$ cat config.mk
export PLATFORM = sky130hd
export DESIGN_NAME = pat_gen
export DESIGN_NICKNAME = d
export VERILOG_FILES = /design/src/rtl/pat_gen.sv
export SDC_FILE = /design/constraint.sdc
export NUM_CORES = 1
export LEC_CHECK = 0
export CAP_MARGIN = 10
export CORE_MARGIN = 1.5
export CORE_UTILIZATION = 46
export DETAILED_ROUTE_END_ITERATION = 6
export PLACE_DENSITY = 0.69
export SYNTH_ARGS = -nofsm -noshare
export SYNTH_HDL_FRONTEND = slang
export SYNTH_SLANG_ARGS = --single-unit
$ cat constraint.sdc
create_clock -name clk -period 2.8 [get_ports clk]
set_input_delay 0.84 -clock clk [delete_from_list [all_inputs] [get_ports clk]]
set_output_delay 0.84 -clock clk [all_outputs]
set_load 0.05 [all_outputs]
$ cat src/rtl/pat_gen.sv
// Serial pattern generator: captures a parallel pattern and a repeat count on start, then
// shifts the pattern out MSB-first for the requested repetitions, with optional idle gaps.
module pat_gen #(
    parameter int unsigned PAT_W   = 5,
    parameter int unsigned CNT_W   = 4,
    parameter int unsigned GAP_LEN = 0
) (
    input  logic             clk,
    input  logic             rst_b,
    input  logic             start,
    input  logic [PAT_W-1:0] pat_in,
    input  logic [CNT_W-1:0] rep,
    output logic             o,
    output logic             valid,
    output logic             busy,
    output logic             done
);

    localparam int unsigned BIT_W = (PAT_W > 1) ? $clog2(PAT_W) : 1;
    localparam int unsigned GAP_W = (GAP_LEN > 0) ? $clog2(GAP_LEN + 1) : 1;

    localparam logic [BIT_W-1:0] BitLast = BIT_W'(PAT_W - 1);
    localparam logic [GAP_W-1:0] GapLast = GAP_W'((GAP_LEN > 0) ? GAP_LEN - 1 : 0);
    localparam logic [CNT_W-1:0] RemOne  = CNT_W'(1);

    typedef enum logic [1:0] {
        StIdle,
        StShift,
        StGap,
        StDone
    } state_e;

    state_e             state_q, state_d;
    logic [PAT_W-1:0]   shift_q, shift_d;
    logic [PAT_W-1:0]   pat_q,   pat_d;
    logic [CNT_W-1:0]   rem_q,   rem_d;
    logic [BIT_W-1:0]   bit_q,   bit_d;
    logic [GAP_W-1:0]   gap_q,   gap_d;

    logic o_q,     o_d;
    logic valid_q, valid_d;
    logic busy_q,  busy_d;
    logic done_q,  done_d;

    // State register; outputs are registered alongside the state they describe.
    always_ff @(posedge clk) begin
        if (!rst_b) begin
            state_q <= StIdle;
            shift_q <= '0;
            pat_q   <= '0;
            rem_q   <= '0;
            bit_q   <= '0;
            gap_q   <= '0;
            o_q     <= 1'b0;
            valid_q <= 1'b0;
            busy_q  <= 1'b0;
            done_q  <= 1'b0;
        end else begin
            state_q <= state_d;
            shift_q <= shift_d;
            pat_q   <= pat_d;
            rem_q   <= rem_d;
            bit_q   <= bit_d;
            gap_q   <= gap_d;
            o_q     <= o_d;
            valid_q <= valid_d;
            busy_q  <= busy_d;
            done_q  <= done_d;
        end
    end

    always_comb begin
        state_d = state_q;
        shift_d = shift_q;
        pat_d   = pat_q;
        rem_d   = rem_q;
        bit_d   = bit_q;
        gap_d   = gap_q;

        unique case (state_q)
            StIdle: begin
                if (start) begin
                    if (rep != '0) begin
                        pat_d   = pat_in;
                        shift_d = pat_in;
                        rem_d   = rep;
                        bit_d   = '0;
                        state_d = StShift;
                    end else begin
                        state_d = StDone;
                    end
                end
            end
            StShift: begin
                shift_d = {shift_q[PAT_W-2:0], 1'b0};
                bit_d   = bit_q + 1'b1;
                if (bit_q == BitLast) begin
                    rem_d = rem_q - 1'b1;
                    bit_d = '0;
                    if (rem_q == RemOne) begin
                        state_d = StDone;
                    end else begin
                        // Next repetition comes from the captured copy, never from live pat_in.
                        shift_d = pat_q;
                        if (GAP_LEN != 0) begin
                            gap_d   = '0;
                            state_d = StGap;
                        end
                    end
                end
            end
            StGap: begin
                gap_d = gap_q + 1'b1;
                if (gap_q == GapLast) begin
                    state_d = StShift;
                end
            end
            StDone: begin
                state_d = StIdle;
            end
            default: begin
                state_d = StIdle;
            end
        endcase
    end

    // Decode from the next state so the registered outputs line up with state_q.
    always_comb begin
        o_d     = 1'b0;
        valid_d = 1'b0;
        busy_d  = 1'b0;
        done_d  = 1'b0;
        unique case (state_d)
            StShift: begin
                o_d     = shift_d[PAT_W-1];
                valid_d = 1'b1;
                busy_d  = 1'b1;
            end
            StGap: begin
                busy_d = 1'b1;
            end
            StDone: begin
                done_d = 1'b1;
            end
            default: begin
                o_d = 1'b0;
            end
        endcase
    end

    assign o     = o_q;
    assign valid = valid_q;
    assign busy  = busy_q;
    assign done  = done_q;

    a_o_needs_valid: assert property (@(posedge clk) disable iff (!rst_b) o |-> valid);
    a_valid_busy:    assert property (@(posedge clk) disable iff (!rst_b) valid |-> busy);
    a_done_alone:    assert property (@(posedge clk) disable iff (!rst_b) done |-> !busy);
    a_done_pulse:    assert property (@(posedge clk) disable iff (!rst_b) done |=> !done);

endmodule
==> run metrics, run 1 <==
n_diodes=0; Setup crit end kind=register; Starting Density=0.484; outcome=finished clean; H-Tree Depth=1; critical path fanouts, max=4; Post-synth EDFFs=0; Layout fillers=226; global-route wire length before repair=4.26 mm; Leak=0.529 nW; largest net degree at the start of global routing=15; cts bufs inserted=3; # hold bufs at CTS=0; Critical Path RT=3020 ps; number of global-route vias before repair=942; #FFs+latches synth=24; DRC Markers=0; Final Slew Violations=0; Die ar.=0.00292 mm^2; share of post-route cells with drive strength above 1=0.105; gr usage total=0.202; tightest slew margin relative to the limit=0.661; clk buf depth=2; pwr/cell area=540 mW/mm^2; MaxCap Viol Count=0; worst setup path class=in -> reg; Mapped Avg Cell Area=8.89 um^2; Final HPWL DP=1.81 mm; nets=171; antenna violations before repair=0; Syn Nets=153; WP data arrival=2540 ps; Final Hold Viols=0; Pre-antenna DRT Iters=4; GPL Wtd Cong=0.815; setup_tns=0 ps; Async SR Flop Fraction=0; CTS Root Cell=clkbuf_4; Final ANT Viol Nets=0; number of buffers added for setup after CTS=0; Syn. warnings=0; Hold WS=468 ps; IO Port Bufs=15; RSZ-0062 raised after global routing=no; # setup viols final=0; Cell variety after synth=42; period utilisation layout=0.831; Fmax=0.430 GHz; CTS tree=yes; FP Rows=18; class of the worst hold path=reg -> reg; Slew @ Worst Pin=508 ps; worst vdd ir=295 uV; Chip Width=54.1 um; CTS clk-pin slew, worst paths=140 ps; Die Y=54.1 um; Main synth FF type=dfxtp_1; final wirelength=2.53 mm; total grt overflow=0; Syn Std Cell Area=0.00120 mm^2; sequential area share after synthesis=0.400; IO Count=16; core area=0.00248 mm^2; clock sinks=24; later-pin clock latency in the skew report=320 ps; wire per inst=13.9 um; Area Overhead vs Synth=19.6%; Final Skew=3.29 ps; minimum clock period=2330 ps; post-CTS resize count=0; DR vias/cell=5.62; via count=1023; CP Launch Type=primary input; Syn Inst Count=135; DR iter-0 viols=16
## where the power goes
group	total, mW	internal, mW	switching, mW
Combinational	0.139	0.0632	0.0756
Sequential	0.382	0.365	0.0175
Clock	0.254	0.145	0.110
Total	0.775	0.573	0.203
## synthesized netlist by cell type, drive strengths merged (2+ instances only)
master | number | area, um^2
a221oi | 2 | 30.0
nor2b | 2 | 20.0
nand2b | 3 | 18.8
xnor2 | 2 | 17.5
nand3 | 3 | 15.0
o221ai | 3 | 26.3
nand2 | 16 | 60.1
clkbuf | 3 | 11.3
dfxtp | 24 | 480
nor2 | 8 | 30.0
nor3 | 3 | 15.0
a21boi | 2 | 15.0
o21ai | 3 | 15.0
and2 | 4 | 25.0
buf | 4 | 31.3
or4 | 2 | 18.8
mux2 | 2 | 22.5
mux2i | 3 | 30.0
ha | 6 | 75.1
nor3b | 2 | 15.0
a21oi | 14 | 70.1
inv | 8 | 30.0
## worst max-delay path, cell delays in order
cell and delay, ps:
clkdlybuf4s50_1 440, or4_4 570, o22ai_1 190, inv_1 60
ha_1 180, and2_1 140, a21boi_1 120
## per-stage QoR
| step | util | std cells | instance area, um^2 | setup slack, ps | power [mW] |
|---|---|---|---|---|---|
| after global placement | 0.558 | 178 | 1380 | 135 | 0.524 |
| final | 0.579 | 182 | 1440 | 475 | 0.775 |
| after CTS | 0.579 | 182 | 1440 | 471 | 0.781 |
| after detailed placement | 0.558 | 178 | 1380 | 118 | 0.528 |
| after global routing | 0.579 | 182 | 1440 | 415 | 0.812 |
| after floorplan | - | 135 | 1200 | 618 | 0.481 |
## sequential cells by signal, indices dropped and copies added, names as in the netlist
signal and flops:
bit_q 3, busy 1, done 1, gap_q 1, o 1, pat_q 5
rem_q 4, shift_q 5, state_q 2, valid 1
## kinds of logic (layout without fill, tap and decap cells)
group                    Yosys count  count (layout)  synth area share
AO/OA/AOI/OAI                     34              34             0.198
flip-flops                        24              24             0.400
buffers and inverters             15              32            0.0605
AND/OR/NAND/NOR                   49              49             0.220
adder cells (fa/ha/maj)            6               6            0.0626
XOR/XNOR                           2               2            0.0146
multiplexers                       5               5            0.0438
## layer usage
metal / share of wire / GRT usage / up-vias
met5: 0 / 0 / -
met2: 0.47 / 0.325 / 18
met3: 0.034 / 0.0250 / 2
met4: 0.0071 / 0.0750 / 0
li1: - / - / 510
met1: 0.49 / 0.275 / 493
## cell type report
type | instances | area, um^2 | share of cell area
tap | 30 | 37.5 | 0.0262
timing repair buffer | 20 | 188 | 0.131
clock buffer | 3 | 22.5 | 0.0157
inverter | 8 | 30.0 | 0.0209
clock inverter | 1 | 30.0 | 0.0209
multi-input combinational | 96 | 647 | 0.451
sequential | 24 | 480 | 0.335
## cell usage in the layout, fill, tap and decap left out, types with 4 or more instances in the layout
master           count
clkdlybuf4s50_1     15
nand2_1             16
nor2_1               8
and2_1               4
a21oi_1             14
ha_1                 6
dfxtp_1             24
inv_1                8
buf_4                5
## worst paths after layout
kind                                from        to  slack, ps  cells after the start
worst max register to register  rem_q[1]         o        880                      9
worst max-delay path              rep[2]         o        470                      7
worst min register to register  pat_q[0]  pat_q[0]        470                      2
worst min-delay path            pat_q[0]  pat_q[0]        470                      2
Power figures use the tool's default switching activity.
==> run 2: changes to the inputs <==
--- a/config.mk
+++ b/config.mk
@@ -9,7 +9,7 @@
 export CORE_MARGIN = 1.5
 export CORE_UTILIZATION = 46
 export DETAILED_ROUTE_END_ITERATION = 6
-export PLACE_DENSITY = 0.69
+export PLACE_DENSITY = 0.71
 export SYNTH_ARGS = -nofsm -noshare
 export SYNTH_HDL_FRONTEND = slang
 export SYNTH_SLANG_ARGS = --single-unit
==> constraint.sdc (replaced) <==
create_clock -name clk -period 1.9 [get_ports clk]
set_input_delay 0.57 -clock clk [delete_from_list [all_inputs] [get_ports clk]]
set_output_delay 0.57 -clock clk [all_outputs]
set_load 0.05 [all_outputs]
==> run 2 against run 1 <==
Non-clock buffer count up 14; routed wire length rose by 13%; clock power grew 50%; final cell count increased by 7.7%; design area grew 10%; setup slack worse by 400 ps; sequential cell count is the same; utilization up 5.9 points; worst hold slack lost 7.2 ps; critical path depth unchanged; clock skew fell by 2.6 ps; critical endpoint unchanged; largest cell class unchanged; highest routed layer unchanged.
==> run metrics, run 2 (same netlist as run 1, synthesis figures left out) <==
outcome=finished clean (unchanged); combinational share of power=0.205 (was 0.179); gr usage total=0.223 (was 0.202); share of post-route cells with drive strength above 1=0.253 (was 0.105); fin cells=196 (was 182); class of the worst hold path=reg -> reg (unchanged); wire per inst=14.5 um (was 13.9 um); n_diodes=0 (unchanged); Leak=0.632 nW (was 0.529 nW); worst vdd ir=586 uV (was 295 uV); Internal Power=0.869 mW (was 0.573 mW); IO Port Bufs=15 (unchanged); final setup margin=78.1 ps (was 475 ps); CP Launch Type=primary input (unchanged); Slew @ Worst Pin=425 ps (was 508 ps); pre-CTS setup slack=-448 ps (was 118 ps); Setup crit end kind=register (unchanged); Net Sw Power=0.320 mW (was 0.203 mW); crit path cell chain=dlygate4sd2_1 -> or4_4 -> o22ai_4 -> inv_1 -> ha_1 -> and2_1 -> a21boi_1 (was clkdlybuf4s50_1 -> or4_4 -> o22ai_1 -> inv_1 -> ha_1 -> and2_1 -> a21boi_1); most frequent cells in the layout=dfxtp_1, buf_4, nand2_1 (was dfxtp_1, nand2_1, clkdlybuf4s50_1); later-pin clock latency in the skew report=330 ps (was 320 ps); clock sinks=24 (unchanged); period utilisation layout=0.959; DR vias/cell=5.57 (was 5.62); global-route wire length before repair=4.72 mm (was 4.26 mm); Die ar.=0.00292 mm^2 (unchanged); number of global-route vias before repair=1062 (was 942); Fmax=0.549 GHz; largest net degree at the start of global routing=15 (unchanged); H-Tree Depth=1 (unchanged); critical path fanouts, max=4 (unchanged); commonest non-fill, non-tap cell in the layout=dfxtp_1 (unchanged); clk buf depth=2 (unchanged); Chip Width=54.1 um (unchanged); area of the multi-input gates=687 um^2 (was 647 um^2); Tot Pwr=1.19 mW (was 0.775 mW); pwr/cell area=753 mW/mm^2 (was 540 mW/mm^2); Placed Cells=192 (was 178); Sequential Area=480 um^2 (unchanged); DR iter-0 viols=37 (was 16); FP Rows=18 (unchanged); Die Y=54.1 um (unchanged); number of buffers added for setup after CTS=0 (unchanged); MaxCap Viol Count=0 (unchanged); nets=185 (was 171); RSZ-0062 raised after global routing=no (unchanged); DRC Markers=0 (unchanged); CTS clk-pin slew, worst paths=140 ps (about the same); Pre-antenna DRT Iters=4 (unchanged); GPL Wtd Cong=0.772 (was 0.815); Final HPWL DP=2.00 mm (was 1.81 mm); Final ANT Viol Nets=0 (unchanged); # setup viols final=0 (unchanged); Final Skew=0.644 ps (was 3.29 ps); Starting Density=0.484 (unchanged); tightest slew margin relative to the limit=0.717 (was 0.661); Final Slew Violations=0 (unchanged); CTS tree=yes (unchanged); Final Hold Viols=0 (unchanged); core area=0.00248 mm^2 (unchanged); via count=1091 (was 1023); antenna violations before repair=0 (unchanged); Critical Path RT=2130 ps (was 3020 ps); clock power share=0.320 (was 0.328); Layout fillers=210 (was 226); CTS Root Cell=clkbuf_4 (unchanged); cts bufs inserted=3 (unchanged); final wirelength=2.85 mm (was 2.53 mm); total grt overflow=0 (unchanged); Sw Share=0.269 (was 0.261); Seq pwr share=0.475 (was 0.493); WP data arrival=2050 ps (was 2540 ps); worst setup path class=in -> reg (unchanged); Largest regs=pat_q x5, shift_q x5, rem_q x4 (unchanged); minimum clock period=1820 ps; IO Count=16 (unchanged); Area Overhead vs Synth=31.7% (was 19.6%); slowest cell on the critical path=or4_4 (unchanged); Critical Path Max Stage Delay=580 ps (was 570 ps)
## run 2: changes by cell type in the layout (fill, tap and decap cells not counted), sizes merged
cell | previous run | this run
clkdlybuf4s50 | 15 | 6
buf | 5 | 23
dlymetal6s2s | 0 | 1
dlygate4sd2 | 0 | 4
## run 2: power by group through the flow
stage / logic [mW] / registers (mW) / clock network, mW
finish: 0.244 / 0.565 / 0.381
CTS: 0.237 / 0.563 / 0.388
detailed placement: 0.234 / 0.574 / 0
global route: 0.267 / 0.569 / 0.401
global placement: 0.229 / 0.572 / 0
floorplan: 0.128 / 0.582 / 0
## run 2: worst max-delay path, delay by kind of cell
kind	cells	cell delay, ps
compound gates	2	270
fa+ha+maj	1	180
buf+inv	2	310
simple gates	2	720
## run 2: metal layers
layer  GRT usage  part of all wire
met3      0.0250             0.035
met5           0                 0
met4      0.0833             0.012
met1       0.301              0.45
met2       0.366              0.50
## run 2: cell type report
class / instances / share of cell area
inverter: 8 / 0.0190
multi-input combinational: 96 / 0.435
timing repair buffer: 34 / 0.185
sequential: 24 / 0.304
clock inverter: 1 / 0.0190
clock buffer: 3 / 0.0143
tap: 30 / 0.0238
## run 2: path summary, 6_finish.rpt
kind	start	endpoint	slack [ps]	cells past startpoint
min reg2reg	pat_q[2]	pat_q[2]	460	2
max	rep[3]	o	80	7
min	pat_q[2]	pat_q[2]	460	2
max reg2reg	rem_q[1]	o	120	7
## run 2: per-stage QoR
step | utilization | hold slack, ps | setup TNS, ps | instance area, um^2
3_3_place_gp | 0.604 | 441 | -6920 | 1500
6_report | 0.638 | 461 | 0 | 1580
2_1_floorplan | - | 436 | 0 | 1210
4_1_cts | 0.626 | 464 | 0 | 1550
5_1_grt | 0.638 | 480 | 0 | 1580
3_5_place_dp | 0.604 | 445 | -7110 | 1500
## run 2: what timing repair did
| item | in CTS | in global routing |
|---|---|---|
| hold buffers | 0 | 0 |
| resized for setup | 7 | 6 |
| pin swaps | 2 | 4 |
| gates cloned | 0 | 0 |
| endpoints found under the setup margin | 9 | 8 |
==> run 3: changes to the inputs <==
--- a/config.mk
+++ b/config.mk
@@ -9,6 +9,7 @@
 export CORE_MARGIN = 1.5
 export CORE_UTILIZATION = 46
 export DETAILED_ROUTE_END_ITERATION = 6
+export GPL_TIMING_DRIVEN = 0
 export PLACE_DENSITY = 0.71
 export SYNTH_ARGS = -nofsm -noshare
 export SYNTH_HDL_FRONTEND = slang
==> run 3 against run 2 <==
Critical path depth is the same; sequential power shrank 0.9%; setup slack lost 10 ps; combinational power shrank 10%; utilization shrank 4.2 points; clock power shrank 1%; global-route usage grew 0.33 points; count of clock-buffer cells in the layout is the same; register-to-register slack is essentially flat; design area shrank 6.6%; worst hold slack gained 2.8 ps; fmax shrank 0.55%; critical endpoint unchanged; largest cell class unchanged.
==> run metrics, run 3 (same netlist as run 1, synthesis figures left out) <==
outcome=finished clean (unchanged); Slew @ Worst Pin=540 ps (was 425 ps); global-route wire length before repair=4.77 mm (was 4.72 mm); worst r2r src=rem_q[1] (unchanged); DR iter-0 viols=17 (was 37); core area=0.00248 mm^2 (unchanged); minimum clock period=1830 ps (was 1820 ps); clk buf depth=2 (unchanged); final wirelength=2.76 mm (was 2.85 mm); Final ANT Viol Nets=0 (unchanged); Chip Width=54.1 um (unchanged); CP Launch Type=primary input (unchanged); combinational share of power=0.190 (was 0.205); Critical Path RT=2120 ps (was 2130 ps); R2R depth=9 (was 7); number of global-route vias before repair=1113 (was 1062); largest net degree at the start of global routing=15 (unchanged); antenna violations before repair=0 (unchanged); Setup crit end kind=register (unchanged); Area Overhead vs Synth=23.0% (was 31.7%); RSZ-0062 raised after global routing=yes (was no); worst hold path startpoint=pat_q[0] (was pat_q[2]); later-pin clock latency in the skew report=320 ps (was 330 ps); gr usage total=0.227 (was 0.223); Die ar.=0.00292 mm^2 (unchanged); hold path depth=2 (unchanged); tightest slew margin relative to the limit=0.640 (was 0.717); class of the worst hold path=reg -> reg (unchanged); period utilisation layout=0.964 (was 0.959); Final Hold Viols=0 (unchanged); nets=174 (was 185); FP Rows=18 (unchanged); clock sinks=24 (unchanged); Starting Density=0.484 (unchanged); Net Sw Power=0.311 mW (was 0.320 mW); worst setup path class=in -> reg (unchanged); area of the multi-input gates=686 um^2 (was 687 um^2); Seq pwr share=0.485 (was 0.475); Layout fillers=260 (was 210); CTS Root Cell=clkbuf_4 (unchanged); clock power share=0.326 (was 0.320); most frequent cells in the layout=dfxtp_1, nand2_1, a21oi_1 (was dfxtp_1, buf_4, nand2_1); Sw Share=0.270 (was 0.269); cts bufs inserted=3 (unchanged); fin cells=185 (was 196); final setup margin=68.1 ps (was 78.1 ps); worst vdd ir=477 uV (was 586 uV); CTS clk-pin slew, worst paths=140 ps (about the same); total grt overflow=0 (unchanged); n_diodes=0 (unchanged); Leak=0.565 nW (was 0.632 nW); WP data arrival=2060 ps (was 2050 ps); via count=1065 (was 1091); wire per inst=14.9 um (was 14.5 um); Final Slew Violations=0 (unchanged); Placed Cells=180 (was 192); Largest regs=pat_q x5, shift_q x5, rem_q x4 (unchanged); IO Count=16 (unchanged); Internal Power=0.844 mW (was 0.869 mW); share of post-route cells with drive strength above 1=0.142 (was 0.253); WHS Endpoint=pat_q[0] (was pat_q[2]); GPL Wtd Cong=0.780 (was 0.772); # hold bufs at CTS=0 (unchanged); Hold WS=464 ps (was 461 ps); Fmax=0.546 GHz (was 0.549 GHz); IO Port Bufs=15 (unchanged); pre-CTS setup slack=-573 ps (was -448 ps); Sequential Area=480 um^2 (unchanged); DR vias/cell=5.76 (was 5.57); CTS tree=yes (unchanged); DRC Markers=0 (unchanged); critical path fanouts, max=4 (unchanged); reg-to-reg slack, setup=110 ps (was 120 ps); commonest non-fill, non-tap cell in the layout=dfxtp_1 (unchanged); Final HPWL DP=1.95 mm (was 2.00 mm); Die Y=54.1 um (unchanged); Final Skew=10.0 ps (was 0.644 ps); pwr/cell area=783 mW/mm^2 (was 753 mW/mm^2); reg2reg end=o (unchanged); # setup viols final=0 (unchanged); MaxCap Viol Count=0 (unchanged); Pre-antenna DRT Iters=4 (unchanged); H-Tree Depth=1 (unchanged)
## run 3: cell types whose count changed in the layout (fill, tap and decap cells not counted), moves of 2 or more
cell           change
clkbuf_1           +2
dlygate4sd2_1      +5
buf_6              +2
buf_4             -21
## run 3: area by class of cell
type                       instances  share of cell area
timing repair buffer              16              0.0992
inverter                           8              0.0203
tap                               30              0.0254
buffer                             7              0.0297
clock buffer                       3              0.0153
multi-input combinational         96               0.464
sequential                        24               0.325
clock inverter                     1              0.0203
## run 3: routing by layer
layer  vias to the layer above  part of all wire  GRT usage
li1                        522                 -          -
met3                         4             0.042     0.0389
met5                         -                 0          0
met2                        25              0.53      0.415
met1                       514              0.42      0.255
met4                         0            0.0083      0.100
## run 3: per-stage QoR
stage	instance area [um^2]	utilization	setup TNS, ps	total power, mW
6_report	1480	0.596	0	1.16
5_1_grt	1480	0.596	-17.3	1.21
4_1_cts	1470	0.594	0	1.16
3_5_place_dp	1390	0.563	-8890	0.784
3_3_place_gp	1390	0.563	-8540	0.777
2_1_floorplan	1210	-	0	0.710
## run 3: worst max-delay path: stages
cell and delay [ps]:
dlygate4sd2_1 270, or4_4 590, o22ai_4 120, inv_1 60
ha_1 190, and2_1 140, a21boi_1 120
## run 3: worst max path at each step
stage | start | end
floorplan | rep[2] | o
global placement | rep[2] | shift_q[0]
detailed placement | rep[2] | shift_q[0]
CTS | rep[3] | o
global route | rem_q[1] | shift_q[4]
finish | rep[3] | o
## run 3: repair_timing
| item | CTS | global route |
|---|---|---|
| resized for setup | 15 | 1 |
| buffers inserted | 1 | 0 |
| setup endpoints to repair | 20 | 3 |
| endpoints found under the hold margin | 0 | 0 |
| pin swaps | 2 | 0 |
## run 3: power groups by stage
stage	Combinational, mW	Sequential [mW]	Clock [mW]
2_1_floorplan	0.128	0.582	0
3_3_place_gp	0.209	0.568	0
3_5_place_dp	0.214	0.570	0
4_1_cts	0.218	0.559	0.380
5_1_grt	0.243	0.563	0.406
6_report	0.219	0.560	0.376
